**src/rtl/cam_pkg.sv**
```systemverilog
// Shared types and defaults for the CAM sequencing controller.
//   cam_state_e : controller phase (IDLE, WRITE, SEARCH, RESULT)
//   cam_gnt_e   : type of the most recent grant, used for round-robin arbitration
//   CAM_WIDTH_DEF / CAM_DEPTH_DEF : default key width and entry count
package cam_pkg;

    localparam int unsigned CAM_WIDTH_DEF = 8;
    localparam int unsigned CAM_DEPTH_DEF = 16;

    typedef enum logic [1:0] {
        IDLE,
        WRITE,
        SEARCH,
        RESULT
    } cam_state_e;

    typedef enum logic {
        GNT_WRITE,
        GNT_SEARCH
    } cam_gnt_e;

endpackage

```
**src/rtl/cam_prio_enc.sv**
```systemverilog
// Lowest-set-bit priority encoder.
//   vec_i : DEPTH-bit request vector
//   idx_o : index of the lowest set bit (0 when vec_i is all zero)
//   any_o : at least one bit of vec_i is set
module cam_prio_enc #(
    parameter  int unsigned DEPTH = 16,
    localparam int unsigned IDXW  = $clog2(DEPTH)
) (
    input  logic [DEPTH-1:0] vec_i,
    output logic [IDXW-1:0]  idx_o,
    output logic             any_o
);

    // Scan from the top down so the lowest set bit is the last assignment.
    always_comb begin
        idx_o = '0;
        any_o = |vec_i;
        for (int unsigned i = DEPTH; i > 0; i--) begin
            if (vec_i[i-1]) begin
                idx_o = IDXW'(i - 1);
            end
        end
    end

endmodule

```
**src/rtl/cam_ctrl.sv**
```systemverilog
// Sequencing controller for a DEPTH-entry CAM array of WIDTH-bit match cells.
// Arbitrates tag inserts against tag lookups, allocates the lowest free entry,
// drives one-hot write enables / search strobe to the cells and priority-
// encodes the valid-masked match vector into a hit index.
//
// Optional feature macro: CAM_MULTIHIT_EN (adds rslt_multi_o).
//
// Ports
//   clk, rst            : clock, asynchronous active-low reset
//   flush_i             : synchronous invalidate of every entry, aborts any op
//   wr_req_i/wr_data_i  : insert request and key (key sampled in grant cycle)
//   wr_gnt_o/wr_idx_o   : insert grant pulse and the entry allocated
//   srch_req_i/srch_key_i : lookup request and key (key sampled in grant cycle)
//   srch_gnt_o          : lookup grant pulse
//   rslt_valid_o/rslt_hit_o/rslt_idx_o : lookup result, two cycles after grant
//   rslt_multi_o        : (CAM_MULTIHIT_EN) two or more valid entries matched
//   cam_we_o/cam_wdat_o : one-hot write enable and write data to the cells
//   cam_search_o/cam_key_o : search strobe and key to the cells
//   cam_match_i         : per-entry match from the cells (negedge-registered)
//   full_o/count_o      : all entries valid / number of valid entries
module cam_ctrl
    import cam_pkg::*;
#(
    parameter  int unsigned WIDTH = CAM_WIDTH_DEF,
    parameter  int unsigned DEPTH = CAM_DEPTH_DEF,
    localparam int unsigned IDXW  = $clog2(DEPTH)
) (
    input  logic             clk,
    input  logic             rst,
    input  logic             flush_i,
    input  logic             wr_req_i,
    input  logic [WIDTH-1:0] wr_data_i,
    output logic             wr_gnt_o,
    output logic [IDXW-1:0]  wr_idx_o,
    input  logic             srch_req_i,
    input  logic [WIDTH-1:0] srch_key_i,
    output logic             srch_gnt_o,
    output logic             rslt_valid_o,
    output logic             rslt_hit_o,
    output logic [IDXW-1:0]  rslt_idx_o,
`ifdef CAM_MULTIHIT_EN
    output logic             rslt_multi_o,
`endif
    output logic [DEPTH-1:0] cam_we_o,
    output logic [WIDTH-1:0] cam_wdat_o,
    output logic             cam_search_o,
    output logic [WIDTH-1:0] cam_key_o,
    input  logic [DEPTH-1:0] cam_match_i,
    output logic             full_o,
    output logic [IDXW:0]    count_o
);

    cam_state_e       state_q,      state_d;
    cam_gnt_e         rr_last_q,    rr_last_d;
    logic [DEPTH-1:0] valid_q,      valid_d;
    logic [DEPTH-1:0] mvec_q,       mvec_d;
    logic [DEPTH-1:0] cam_we_q,     cam_we_d;
    logic [WIDTH-1:0] cam_wdat_q,   cam_wdat_d;
    logic             cam_search_q, cam_search_d;
    logic [WIDTH-1:0] cam_key_q,    cam_key_d;
    logic             rslt_valid_q, rslt_valid_d;

    logic [IDXW-1:0]  free_idx;
    logic             free_any;
    logic [IDXW-1:0]  hit_idx;
    logic             hit_any;
    logic             wr_gnt_c;
    logic             srch_gnt_c;
    logic             wr_elig;
    logic [IDXW:0]    count_c;

    cam_prio_enc #(.DEPTH(DEPTH)) u_free_enc (
        .vec_i (~valid_q),
        .idx_o (free_idx),
        .any_o (free_any)
    );

    cam_prio_enc #(.DEPTH(DEPTH)) u_hit_enc (
        .vec_i (mvec_q),
        .idx_o (hit_idx),
        .any_o (hit_any)
    );

    assign wr_elig = wr_req_i && free_any;

    // Data/key/mvec registers are cleared outside their own phase so the
    // cell-facing buses and the hit encoder read zero whenever idle.
    always_comb begin
        state_d      = state_q;
        rr_last_d    = rr_last_q;
        valid_d      = valid_q;
        mvec_d       = '0;
        cam_we_d     = '0;
        cam_wdat_d   = '0;
        cam_search_d = 1'b0;
        cam_key_d    = '0;
        rslt_valid_d = 1'b0;
        wr_gnt_c     = 1'b0;
        srch_gnt_c   = 1'b0;

        if (flush_i) begin
            state_d = IDLE;
            valid_d = '0;
        end else begin
            case (state_q)
                IDLE: begin
                    // A write wins when uncontested or when search went last.
                    if (wr_elig && (!srch_req_i || rr_last_q == GNT_SEARCH)) begin
                        wr_gnt_c   = 1'b1;
                        rr_last_d  = GNT_WRITE;
                        cam_we_d   = DEPTH'(1) << free_idx;
                        cam_wdat_d = wr_data_i;
                        state_d    = WRITE;
                    end else if (srch_req_i) begin
                        srch_gnt_c   = 1'b1;
                        rr_last_d    = GNT_SEARCH;
                        cam_search_d = 1'b1;
                        cam_key_d    = srch_key_i;
                        state_d      = SEARCH;
                    end
                end
                WRITE: begin
                    valid_d = valid_q | cam_we_q;
                    state_d = IDLE;
                end
                SEARCH: begin
                    mvec_d       = cam_match_i & valid_q;
                    rslt_valid_d = 1'b1;
                    state_d      = RESULT;
                end
                RESULT: begin
                    state_d = IDLE;
                end
                default: begin
                    state_d = IDLE;
                end
            endcase
        end
    end

    always_ff @(posedge clk or negedge rst) begin
        if (!rst) begin
            state_q      <= IDLE;
            rr_last_q    <= GNT_WRITE;
            valid_q      <= '0;
            mvec_q       <= '0;
            cam_we_q     <= '0;
            cam_wdat_q   <= '0;
            cam_search_q <= 1'b0;
            cam_key_q    <= '0;
            rslt_valid_q <= 1'b0;
        end else begin
            state_q      <= state_d;
            rr_last_q    <= rr_last_d;
            valid_q      <= valid_d;
            mvec_q       <= mvec_d;
            cam_we_q     <= cam_we_d;
            cam_wdat_q   <= cam_wdat_d;
            cam_search_q <= cam_search_d;
            cam_key_q    <= cam_key_d;
            rslt_valid_q <= rslt_valid_d;
        end
    end

    always_comb begin
        count_c = '0;
        for (int unsigned i = 0; i < DEPTH; i++) begin
            count_c = count_c + {{IDXW{1'b0}}, valid_q[i]};
        end
    end

    // Grants are decided in the IDLE cycle itself; holding them low while
    // reset is asserted keeps every output at zero during reset.
    assign wr_gnt_o     = wr_gnt_c & rst;
    assign srch_gnt_o   = srch_gnt_c & rst;
    assign wr_idx_o     = wr_gnt_o ? free_idx : '0;

    // A flush landing in RESULT suppresses the strobe for that cycle.
    assign rslt_valid_o = rslt_valid_q & ~flush_i;
    assign rslt_hit_o   = rslt_valid_o & hit_any;
    assign rslt_idx_o   = hit_idx;
`ifdef CAM_MULTIHIT_EN
    // Two or more bits set iff clearing the lowest set bit leaves something.
    assign rslt_multi_o = rslt_valid_o & (|(mvec_q & (mvec_q - DEPTH'(1))));
`endif

    assign cam_we_o     = cam_we_q;
    assign cam_wdat_o   = cam_wdat_q;
    assign cam_search_o = cam_search_q;
    assign cam_key_o    = cam_key_q;
    assign full_o       = ~free_any;
    assign count_o      = count_c;

endmodule

```
**config.mk**
```make
export PLATFORM = sky130hd
export DESIGN_NAME = cam_ctrl
export DESIGN_NICKNAME = d
export VERILOG_FILES = /design/src/rtl/cam_pkg.sv /design/src/rtl/cam_prio_enc.sv /design/src/rtl/cam_ctrl.sv
export SDC_FILE = /design/constraint.sdc
export NUM_CORES = 1
export LEC_CHECK = 0
export BUFFER_PORTS_ARGS = -buffer_cell sky130_fd_sc_hd__clkbuf_2
export CAP_MARGIN = 30
export CORE_ASPECT_RATIO = 1.5
export CORE_UTILIZATION = 45
export DETAILED_ROUTE_END_ITERATION = 16
export GPL_ROUTABILITY_DRIVEN = 0
export PLACE_DENSITY = 0.72
export SYNTH_ARGS = -nofsm -noshare
export SYNTH_HDL_FRONTEND = slang
export SYNTH_SLANG_ARGS = --single-unit
export TNS_END_PERCENT = 1
```
**constraint.sdc**
```tcl
create_clock -name clk -period 10.6 [get_ports clk]
set_input_delay 0.53 -clock clk [delete_from_list [all_inputs] [get_ports clk]]
set_output_delay 0.53 -clock clk [all_outputs]
set_load 0.01 [all_outputs]
```
* Word level (Yosys, flattened, before mapping)
Cells that the tools add are included.
Operators by class: add/subtract/negate cells 15, eq/ne operators 4, shift-type cells 1, muxes and demuxes 62, bitwise gates (word level) 9, reduce and logical (&&, ||, !) cells 11
Operators with widths (number):
- two-way mux 4 bit | 33
- two-way mux 16 bit | 7
- two-way mux 8 bit | 7
- adder 5 x 1 -> 5 bit | 11
- OR reduction 16 bit | 2
- bitwise AND 16 bit | 1
- NOT 16 bit | 1
- OR 16 bit | 1
- left shift 1 x 4 -> 16 bit, first input constant | 1
- two-way mux 1 bit | 11
- two-way mux 2 bit | 3
- case mux 2 bit (3 select lines) | 1
- adder 4 x 1 -> 5 bit | 1
- adder 3 x 1 -> 4 bit | 1
- bitwise AND 1 bit | 4
- equality test 2 bit, second input constant | 2
- inequality test 4 bit, second input constant | 1
- nonzero test 2 bit | 2
- adder 2 x 1 -> 3 bit | 1
- AND reduction 3 bit | 1
- adder 1 x 1 -> 2 bit | 1
- equality test 2 x 1 -> 1 bit, second input constant | 1
- logical AND 1 bit | 2
- logical NOT 2 bit | 1
- 4 further kinds | 5
Word-level totals: bits in registers 69, bits of input ports 37, output and inout port bits 51

* Logic depth before layout (Yosys ltp)
depth after elaboration 21, mapped depth 12, gate-level depth less buffers 12

* Modules after synthesis
Synthesis repeated with hierarchy kept, for this count alone.
Second synthesis, totals: cells, all modules 307, area total of the unflattened synthesis 3164.3 um^2
Modules (own cells, without submodules):
- cam_ctrl | instances 1, cells each 239, area each 2811.4 um^2, seq. area each 1726.7 um^2
- cam_prio_enc | instances 2, cells each 34, area each 176.4 um^2, seq. area each 0.0 um^2

* Least setup slack after synthesis
No wires, ideal clock.
kind register -> output, from register valid_q[5], to output count_o[4], arrival 3.364 ns, required time 10.070 ns, slack 6.706 ns, stages on the path, launching flop included 12, cells stage by stage dfrtp_1 > inv_1 > fa_1 > fa_1 > fa_1 > fa_1 > inv_1 > ha_1 > inv_1 > fa_1 > nor2b_1 > o21a_1
Between the ends: cells in the longest elaborated chain, start to end 11
RTL lines:
- start, declared | RTL line cam_ctrl.sv:55 | logic [DEPTH-1:0] valid_q, valid_d;
- start signal, assigned | RTL line cam_ctrl.sv:155 | valid_q <= valid_d;
- adder 5 x 1 -> 5 bit (11 in series) | RTL line cam_ctrl.sv:168 | count_c = count_c + {{IDXW{1'b0}}, valid_q[i]};
- end, declared | RTL line cam_ctrl.sv:50 | output logic [IDXW:0] count_o
No other way between the ends.

* Worst setup path after layout
from register valid_q[7], to output count_o[4]
Between the ends: cells in the longest elaborated chain, start to end 9
RTL lines (RTL line):
- adder 5 x 1 -> 5 bit (9 in series) | cam_ctrl.sv:168
No other way between the ends.

==> run_results.csv <==
group,metric,value,unit
outcome,outcome,"finished, violations left",
outcome,violations,"DRC",
timing,worst_slew_pin_slew,0.861,ns
synth,yosysTopAreaCell,"dfrtp_1",
pwr,power_density,132,nW/um^2
pwr,power_leakage,2.06,nW
clock_network,path_clk_slew,0.08,ns
detailed_routing,wl,7010,um
synth,async_flop_share,1.00,
detailed_routing,ant_nets,0,
layout,final_util,0.561,
clock_network,hold_buffers,0,
worst_setup_path,timing.rr.end,"cam_we_o[2]",
worst_setup_path,critical-path-top-delay-family,"adder cells",
worst_setup_path,ff2ff_path_depth,6,
clock_network,cts_sinks,69,
detailed_routing,drc,8,
job,drv_cap,0,
worst_setup_path,start_kind,"flip-flop",
worst_setup_path,cp-end-kind,"primary output",
synth,syn_area_per_cell,10.8,um^2
worst_hold_path,hold_path_class,"input pin to asynchronous set/reset pin",
grt,antenna_found_initial,0,
floorplan,core_area,6850,um^2
worst_setup_path,path_buf_inv,4,
worst_setup_path,r2r_start,"valid_q[0]",
timing,finalHoldViolations,0,
layout,fillers,645,
placement,io_buffers,87,
timing,fin_skew,0.0101,ns
clock_network,post-cts-setup-buffers,0,
placement,hpwl,5360,um
synth,ys_warn_count,0,
clock_network,clockRootBuffer,"clkbuf_8",
timing,slew_headroom,0.424,
pwr,peakVddDrop,0.0000810,V
synth,syn_inst,293,
detailed_routing,via_count,2469,
timing,min_period,4.50,ns
floorplan,pin_count,88,
timing,drv_slew,0,
synth,syn_area,3160,um^2
layout,layout.nets,437,
synth,synth_edf_count,0,
worst_setup_path,required,10.07,ns
worst_setup_path,reg2reg_slack,8.31,ns
worst_setup_path,critPathMaxFanout,8,
worst_setup_path,critical_path_arrival,3.97,ns
synth,ys_seq_elements,69,
timing,setup_tns,0,ns
clock_network,insertion_delay,0.34,ns
grt,grt_pass1_wl,11400,um
grt,grt_pass1_vias,2446,
timing,setup-violations-final,0,
synth,yosysUniqueCellTypes,46,
clock_network,cts_made_buffers,9,
detailed_routing,detail_route.iter0.violations,129,
clock_network,post_cts_resized,0,
synth,synth-main-ff-cell,"dfrtp_1",
floorplan,initial_core_util,0.462,
worst_setup_path,cp_slowest_cell,"fa_1",
detailed_routing,vias_per_cell,5.29,
detailed_routing,first_pass_iters,10,
floorplan,die_w,70.5,um
worst_setup_path,worstPathCellList,"inv_1, fa_1, fa_1, fa_1, fa_1, inv_1, ha_1, inv_1, fa_1, nor2b_1, o21a_1, clkbuf_2",
layout,insertedDiodeCount,0,
layout,drive_gt1_frac,0.308,
clock_network,clock_path_buffers,2,
worst_setup_path,cpMostUsedCell,"fa_1",
layout,syn_to_final_growth,21.6,%
synth,synth_nets,346,
timing,timing.fmax,222,MHz
synth,synthTopCellsByArea,"dfrtp_1, fa_1, nor2_1",
timing,fin_crit_sh,0.425,
synth,synth_top_area_share,0.546,
clock_network,cts_tree,"done",
clock_network,h-tree-depth,3,
floorplan,dieArea,7380,um^2
grt,grt_util_all_layers,0.204,
floorplan,row_count,37,
timing,rsz0062_at_grt,"false",
worst_setup_path,worstSetupPathType,"flip-flop to primary output",
grt,gr-total-overflow,0,
detailed_routing,avgRoutedWirePerCell,15.0,um
floorplan,die_y,105,um
synth,ys_seq_area_frac,0.546,
grt,grt_max_degree,73,
worst_setup_path,slowest_delay,0.54,ns
## where the power goes
part / internal (W) / leakage, nW / total, W / switching (W)
Clock: 0.0000902 / 0.0880 / 0.000186 / 0.0000954
Sequential: 0.000272 / 0.955 / 0.000278 / 0.00000584
Combinational: 0.0000180 / 1.02 / 0.0000450 / 0.0000270
Total: 0.000380 / 2.06 / 0.000508 / 0.000128
## Yosys cell counts (all sizes together), types with 6 or more instances
library cell / n
dfrtp: 69
nor2: 36
inv: 30
a21oi: 24
and2: 18
and3: 18
fa: 10
nor3: 10
nand2: 8
clkbuf: 7
ha: 6
nand4: 6
## registers in the layout, summed over array words and instances, names as in the netlist
register,cells
cam_we_o,16
mvec_q,16
valid_q,16
cam_key_o,8
cam_wdat_o,8
state_q,2
cam_search_o,1
rr_last_q,1
rslt_valid_q,1
## layout by cell type (no fill, tap or decap), types with 3 or more instances in the layout
cell      netlist  final
clkbuf_2        0     86
dfrtp_1        69     69
nor2_1         36     36
inv_1          30     30
a21oi_1        24     24
and3_1         17     17
fa_1           10     10
clkbuf_8        0     10
nor3_1          9      9
and2_1          9      9
and2_2          9      9
nand2_1         8      8
ha_1            6      6
nand3_1         5      5
nand4_1         5      5
o21ai_0         4      4
nor3b_1         4      4
nor2b_1         3      3
nand3b_1        3      3
clkinv_2        0      3
## worst max-delay path by stage
stage | from | end | slack [ns] | depth (start not counted)
floorplan | valid_q[5] | count_o[4] | 6.71 | 11
global placement | valid_q[5] | count_o[4] | 6.53 | 12
detailed placement | valid_q[5] | count_o[4] | 6.44 | 12
CTS | valid_q[7] | count_o[4] | 6.07 | 12
global route | valid_q[5] | count_o[4] | 5.93 | 12
finish | valid_q[7] | count_o[4] | 6.10 | 12
## final cells by class
cell class,count,area [um^2],area share
sequential,69,1730,0.449
clock inverter,6,38.8,0.0101
clock buffer,10,138,0.0358
inverter,30,113,0.0293
timing repair buffer,89,450,0.117
tap,78,97.6,0.0254
multi-input combinational,185,1280,0.333
## cells by family after synthesis
logic type	Yosys count	share of synthesized area
AND/OR/NAND/NOR	117	0.212
buffers and inverters	39	0.0490
AO/OA/AOI/OAI	50	0.100
adder cells (fa/ha/maj)	16	0.0870
flip-flops	69	0.546
XOR/XNOR	2	0.00554
## per-layer routing
layer | up-vias | routed length [um] | GRT usage
li1 | 1176 | - | -
met1 | 1194 | 2670 | 0.236
met2 | 79 | 3780 | 0.356
met3 | 20 | 303 | 0.0338
met4 | 0 | 246 | 0.108
met5 | - | 0 | 0
## through the flow
step	power (W)	setup WS, ns	std cells	instance area (um^2)	hold WS (ns)
after floorplan	0.000306	6.71	293	3160	0.234
after global placement	0.000326	6.53	450	3660	0.496
after detailed placement	0.000329	6.44	451	3670	0.501
after CTS	0.000514	6.07	467	3850	0.379
after global routing	0.000531	5.93	467	3850	0.385
final	0.000508	6.10	467	3850	0.366
Power figures use the tool's default switching activity.
